==> src/rtl/pll_reset_sequencer.sv <==
// PLL lock to synchronous core reset sequencer: lock stability window, hold, run, lock-loss counting.
// Optional lock-wait watchdog enabled by defining PLL_RESET_SEQ_TIMEOUT_EN.
module pll_reset_sequencer #(
    parameter int LOCK_STABLE_CYCLES = 1024,
    parameter int RESET_HOLD_CYCLES  = 16,
    parameter int SYNC_STAGES        = 2,
    parameter int LOSS_CNT_W         = 8,
    parameter int TIMEOUT_CYCLES     = 65536
) (
    input  logic                  clock,
    input  logic                  reset_n,
    input  logic                  lock,
    input  logic                  ext_rst_req,
    output logic                  core_rst,
    output logic                  ready,
    output logic [LOSS_CNT_W-1:0] lock_loss_cnt,
    output logic                  lock_timeout
);

    localparam int CNT_MAX = (LOCK_STABLE_CYCLES > RESET_HOLD_CYCLES) ? LOCK_STABLE_CYCLES
                                                                      : RESET_HOLD_CYCLES;
    localparam int CNT_W = $clog2(CNT_MAX) + 1;
    localparam logic [CNT_W-1:0] STABLE_LAST = CNT_W'(LOCK_STABLE_CYCLES - 1);
    localparam logic [CNT_W-1:0] HOLD_LAST   = CNT_W'(RESET_HOLD_CYCLES - 1);

    typedef enum logic [1:0] {WAIT_LOCK, STABLE, HOLD, RUN} state_e;

    state_e                  state_q, state_d;
    logic [CNT_W-1:0]        cnt_q, cnt_d;
    logic [LOSS_CNT_W-1:0]   loss_q, loss_d;
    logic                    core_rst_q, ready_q;
    logic [SYNC_STAGES-1:0]  lock_sync_q, req_sync_q;
    logic                    lock_s, req_s;

    always_ff @(posedge clock or negedge reset_n) begin
        if (!reset_n) begin
            lock_sync_q <= '0;
            req_sync_q  <= '0;
        end else begin
            lock_sync_q <= {lock_sync_q[SYNC_STAGES-2:0], lock};
            req_sync_q  <= {req_sync_q[SYNC_STAGES-2:0], ext_rst_req};
        end
    end

    assign lock_s = lock_sync_q[SYNC_STAGES-1];
    assign req_s  = req_sync_q[SYNC_STAGES-1];

    always_ff @(posedge clock or negedge reset_n) begin
        if (!reset_n) begin
            state_q    <= WAIT_LOCK;
            cnt_q      <= '0;
            loss_q     <= '0;
            core_rst_q <= 1'b1;
            ready_q    <= 1'b0;
        end else begin
            state_q    <= state_d;
            cnt_q      <= cnt_d;
            loss_q     <= loss_d;
            core_rst_q <= (state_d != RUN);
            ready_q    <= (state_d == RUN);
        end
    end

    // Loss of lock is checked first in every state so it always beats a reset request.
    always_comb begin
        state_d = state_q;
        cnt_d   = cnt_q;
        loss_d  = loss_q;
        unique case (state_q)
            WAIT_LOCK: begin
                cnt_d = '0;
                if (lock_s) state_d = STABLE;
            end
            STABLE: begin
                if (!lock_s) begin
                    state_d = WAIT_LOCK;
                    cnt_d   = '0;
                end else if (cnt_q == STABLE_LAST) begin
                    state_d = HOLD;
                    cnt_d   = '0;
                end else begin
                    cnt_d = cnt_q + 1'b1;
                end
            end
            HOLD: begin
                if (!lock_s) begin
                    state_d = WAIT_LOCK;
                    cnt_d   = '0;
                end else if (req_s) begin
                    cnt_d = '0;
                end else if (cnt_q == HOLD_LAST) begin
                    state_d = RUN;
                    cnt_d   = '0;
                end else begin
                    cnt_d = cnt_q + 1'b1;
                end
            end
            RUN: begin
                cnt_d = '0;
                if (!lock_s) begin
                    state_d = WAIT_LOCK;
                    if (loss_q != '1) loss_d = loss_q + 1'b1;
                end else if (req_s) begin
                    state_d = HOLD;
                end
            end
            default: begin
                state_d = WAIT_LOCK;
                cnt_d   = '0;
            end
        endcase
    end

    assign core_rst      = core_rst_q;
    assign ready         = ready_q;
    assign lock_loss_cnt = loss_q;

`ifdef PLL_RESET_SEQ_TIMEOUT_EN
    localparam int WD_W = $clog2(TIMEOUT_CYCLES) + 1;
    localparam logic [WD_W-1:0] WD_LAST = WD_W'(TIMEOUT_CYCLES - 1);

    logic [WD_W-1:0] wd_q;
    logic            timeout_q;

    // Watchdog saturates at its limit; the flag stays set until reset_n.
    always_ff @(posedge clock or negedge reset_n) begin
        if (!reset_n) begin
            wd_q      <= '0;
            timeout_q <= 1'b0;
        end else begin
            if (state_d == RUN)
                wd_q <= '0;
            else if ((state_q == WAIT_LOCK || state_q == STABLE) && wd_q != WD_LAST)
                wd_q <= wd_q + 1'b1;
            if (wd_q == WD_LAST) timeout_q <= 1'b1;
        end
    end

    assign lock_timeout = timeout_q;
`else
    assign lock_timeout = 1'b0;
`endif

endmodule

==> config.mk <==
export PLATFORM = sky130hd
export DESIGN_NAME = pll_reset_sequencer
export DESIGN_NICKNAME = d
export VERILOG_FILES = /design/src/rtl/pll_reset_sequencer.sv
export SDC_FILE = /design/constraint.sdc
export NUM_CORES = 1
export LEC_CHECK = 0
export BUFFER_PORTS_ARGS = -buffer_cell sky130_fd_sc_hd__buf_2
export CELL_PAD_IN_SITES_DETAIL_PLACEMENT = 2
export CELL_PAD_IN_SITES_GLOBAL_PLACEMENT = 2
export CORE_MARGIN = 5
export CORE_UTILIZATION = 39
export CTS_BUF_LIST = sky130_fd_sc_hd__clkbuf_4 sky130_fd_sc_hd__clkbuf_8
export DETAILED_ROUTE_END_ITERATION = 10
export PLACE_DENSITY_LB_ADDON = 0.1
export SLEW_MARGIN = 5
export SYNTH_ARGS = -nofsm -noshare
export SYNTH_HDL_FRONTEND = slang
export SYNTH_SLANG_ARGS = --single-unit
==> constraint.sdc <==
create_clock -name clock -period 2.3 [get_ports clock]
set_clock_uncertainty 0.2 [all_clocks]
set_input_delay 0.46 -clock clock [delete_from_list [all_inputs] [get_ports clock]]
set_output_delay 0.46 -clock clock [all_outputs]
set_load 0.01 [all_outputs]
==> impl_metrics.py <==
metrics = {
    "outcome": {
        "status": "complete, no violations",
    },
    "power": {
        "p_leak_uw": 0.000632,
        "p_clk_frac": 0.284,
        "power_density_nw_per_um2": 561,
        "power.net_switching_uw": 182,
        "pwr-share-seq": 0.657,
        "sw_frac_of_total": 0.243,
        "power.total_uw": 750,
        "p_int_uw": 568,
        "irDropWorstVdd_v": 0.000304,
        "p_comb_frac": 0.058,
    },
    "logic_synthesis": {
        "yosys-top-cells-count": "dfrtp_1 (26), nor2_1 (14), xnor2_1 (11)",
        "netlist_instances": 100,
        "syn_nets": 106,
        "yosysTopAreaCell": "dfrtp_1",
        "ys_ff_latch": 27,
        "synth.yosys.seq_area_share": 0.577,
        "synth_top_family_by_area": "simple AND/OR/NAND/NOR gates",
        "synthSimpleGateAreaFrac": 0.204,
        "synth.area.mux_share": 0.00961,
        "synth_top_flop_cell": "dfrtp_1",
        "async_flop_share": 1.00,
        "post_synth.cell_area_avg_sq_um": 11.7,
        "synthDistinctLibCells": 29,
        "yosys.area_share.adder": 0.0213,
        "synth_compound_area_frac": 0.0555,
        "synth_edf_count": 0,
        "yosys.area.top_type_share": 0.555,
        "yosysWarnings": 0,
        "synth_most_common_cell": "dfrtp_1",
        "synth_area_leaders": "dfrtp_1 (55%), xnor2_1 (8.2%), nor2_1 (4.5%)",
        "netlist_area_sq_um": 1170,
        "synth_xor_xnor_area_share": 0.120,
    },
    "floorplanning": {
        "ios": 15,
        "initial_core_util": 0.414,
        "die_w_um": 64.8,
        "die_h_um": 64.8,
        "dieArea_sq_um": 4200,
        "rows": 19,
        "core_sq_um": 2830,
    },
    "place": {
        "dpl_cell_area_sq_um": 1280,
        "port_buffers": 13,
        "place_hpwl_um": 1870,
        "routabilityCongestion": 0.697,
        "post-place-cells": 144,
    },
    "critical_path": {
        "reg2reg_slack_ns": 0.20,
        "cp_slowest_stage_delay_ns": 0.52,
        "path_cells": "ha_1 > nand3_1 > or4_4 > a22oi_4 > nor2_1",
        "end_kind": "register",
        "cp_data_arrival_time_ns": 2.12,
        "crit_slowest_cell": "or4_4",
        "critPathLaunch": "cnt_q[0]",
        "cp.required_ns": 2.32,
        "timing.rr.start": "cnt_q[0]",
        "r2r_cells": 5,
        "crit_type": "reg2reg",
        "crit_fanout": 9,
        "reg2reg_to": "cnt_q[2]",
        "cp-start-kind": "register",
    },
    "global_routing": {
        "antenna_found_initial": 0,
        "grt_max_degree": 28,
        "grt-ovfl-total": 0,
        "grt_pass1_wl_um": 4540,
        "grt_pass1_vias": 959,
        "grtUsageTotal": 0.138,
    },
    "sta": {
        "hold_slack_ns": 0.171,
        "finalSetupTns_ns": 0,
        "drv_slew": 0,
        "period_minus_slack_ns": 2.10,
        "worst_pin_slew_ns": 0.593,
        "rsz0062_at_grt": "false",
        "hold_viol": 0,
        "slew_headroom": 0.605,
        "fmax_mhz": 477,
        "fin_crit_sh": 0.912,
        "setup_viol": 0,
    },
    "clock_tree": {
        "cts_buffers": 3,
        "cts.sinks": 27,
        "cts-root-buf": "clkbuf_4",
        "cts_htree_levels": 1,
        "path_clk_slew_ns": 0.15,
        "ctsResizeCount": 0,
        "cts_tree": "yes",
        "clk_latency_ns": 0.33,
        "cts.path.max_buffers": 2,
    },
    "route": {
        "drt-total-wl_um": 2540,
        "drt_first_pass_iters": 2,
        "ant_nets": 0,
        "vias": 804,
        "drcViolationCount": 0,
        "drtIter0Drc": 34,
        "post_drt_wl_per_cell_um": 16.8,
        "vias_per_cell": 5.32,
    },
    "min_path": {
        "min_path_cells": 0,
        "min_from": "req_sync_q[0]",
        "min_path_type": "reg2reg",
        "holdPathEnd": "req_sync_q[1]",
    },
    "cells_and_area": {
        "area_delta_synth_final_pct": 14.0,
        "final_cell_area_sq_um": 1340,
        "drive_above_1_share": 0.200,
        "nets": 127,
        "fin_cells": 151,
        "antenna_cells": 0,
    },
    "run": {
        "maxCapViolations": 0,
    },
}
## power by group through the flow
stage          clock (uW)  combinational, uW  sequential, uW
6_report              213               43.8             493
5_1_grt               243               49.5             495
4_1_cts               221               42.7             493
3_5_place_dp            0               40.9             502
3_3_place_gp            0               40.0             501
2_1_floorplan           0               21.1             499
## critical path: cells and delay by family, from the launching register on
| family | cells | cell delay [ns] |
|---|---|---|
| AND/OR/NAND/NOR | 3 | 0.76 |
| adder cells (fa/ha/maj) | 1 | 0.27 |
| AO/OA/AOI/OAI | 1 | 0.32 |
| flip-flops | 1 | 0.45 |
## layout make-up
| cell class | count | area [sq um] |
|---|---|---|
| Sequential cell | 27 | 677 |
| Multi-Input combinational cell | 71 | 484 |
| Tap cell | 31 | 38.8 |
| Fill cell | 290 | 1490 |
| Clock inverter | 1 | 7.51 |
| Timing Repair Buffer | 17 | 103 |
| Inverter | 1 | 3.75 |
| Clock buffer | 3 | 22.5 |
## kinds of logic (layout without fill, tap and decap cells)
kind of cell	count (synthesis)	after routing
adders and majority gates	2	2
AOI/OAI and AO/OA	6	6
xor gates and xnor gates	16	16
muxes	1	1
and+or+nand+nor	45	45
buffers and inverters	2	22
DFF	27	27
other	1	1
## state kept, by name (all words and copies together) (netlist names)
register and count:
lock_sync_q 2, cnt_q 11, core_rst 1, lock_loss_cnt 8, state_q 2, ready 1, req_sync_q 2
## repair_timing
| action | in CTS | in global routing |
|---|---|---|
| buffers inserted | 0 | 0 |
| hold buffers | 1 | 2 |
| endpoints found under the hold margin | 26 | 2 |
## worst max path at each step
| stage | to | slack (ns) | cells past startpoint |
|---|---|---|---|
| floorplan | state_q[0] | 0.42 | 5 |
| global placement | cnt_q[3] | 0.31 | 5 |
| detailed placement | cnt_q[3] | 0.20 | 5 |
| CTS | cnt_q[3] | 0.18 | 5 |
| global route | cnt_q[5] | 0.03 | 5 |
| finish | cnt_q[2] | 0.20 | 5 |
## per-layer routing
metal	track usage	up-vias	part of all wire
li1	-	384	-
met3	0.0311	2	0.026
met5	0	-	0
met1	0.176	406	0.46
met2	0.235	12	0.51
met4	0.0396	0	0.0087
## placed cells by master (no fill, tap or decap)
master and n:
buf_2 13, dfrtp_1 26, clkinvlp_4 1, nor4_1 1, nand2_1 6, and3b_1 1, o21a_1 1, a211o_1 1
nor2b_1 1, a21oi_1 1, and3_1 5, nor3b_1 1, dlygate4sd3_1 3, nand3_1 5, xor2_1 5, xnor2_1 11
a22oi_4 1, or4_4 1, dfstp_2 1, clkbuf_4 3, inv_1 1, nand3b_1 1, nand4_2 1, nor3_1 4
nand4_1 3, nor2_1 14, buf_4 1, mux2_2 1, conb_1 1, and4_1 1, a41oi_2 1, a31oi_1 1
ha_1 2
## through the flow
step | setup slack, ns | utilization
floorplan | 0.416 | -
global placement | 0.311 | 0.451
detailed placement | 0.203 | 0.451
CTS | 0.182 | 0.465
global route | 0.0333 | 0.472
finish | 0.203 | 0.472
No activity file was read; power rests on OpenSTA's default activity.
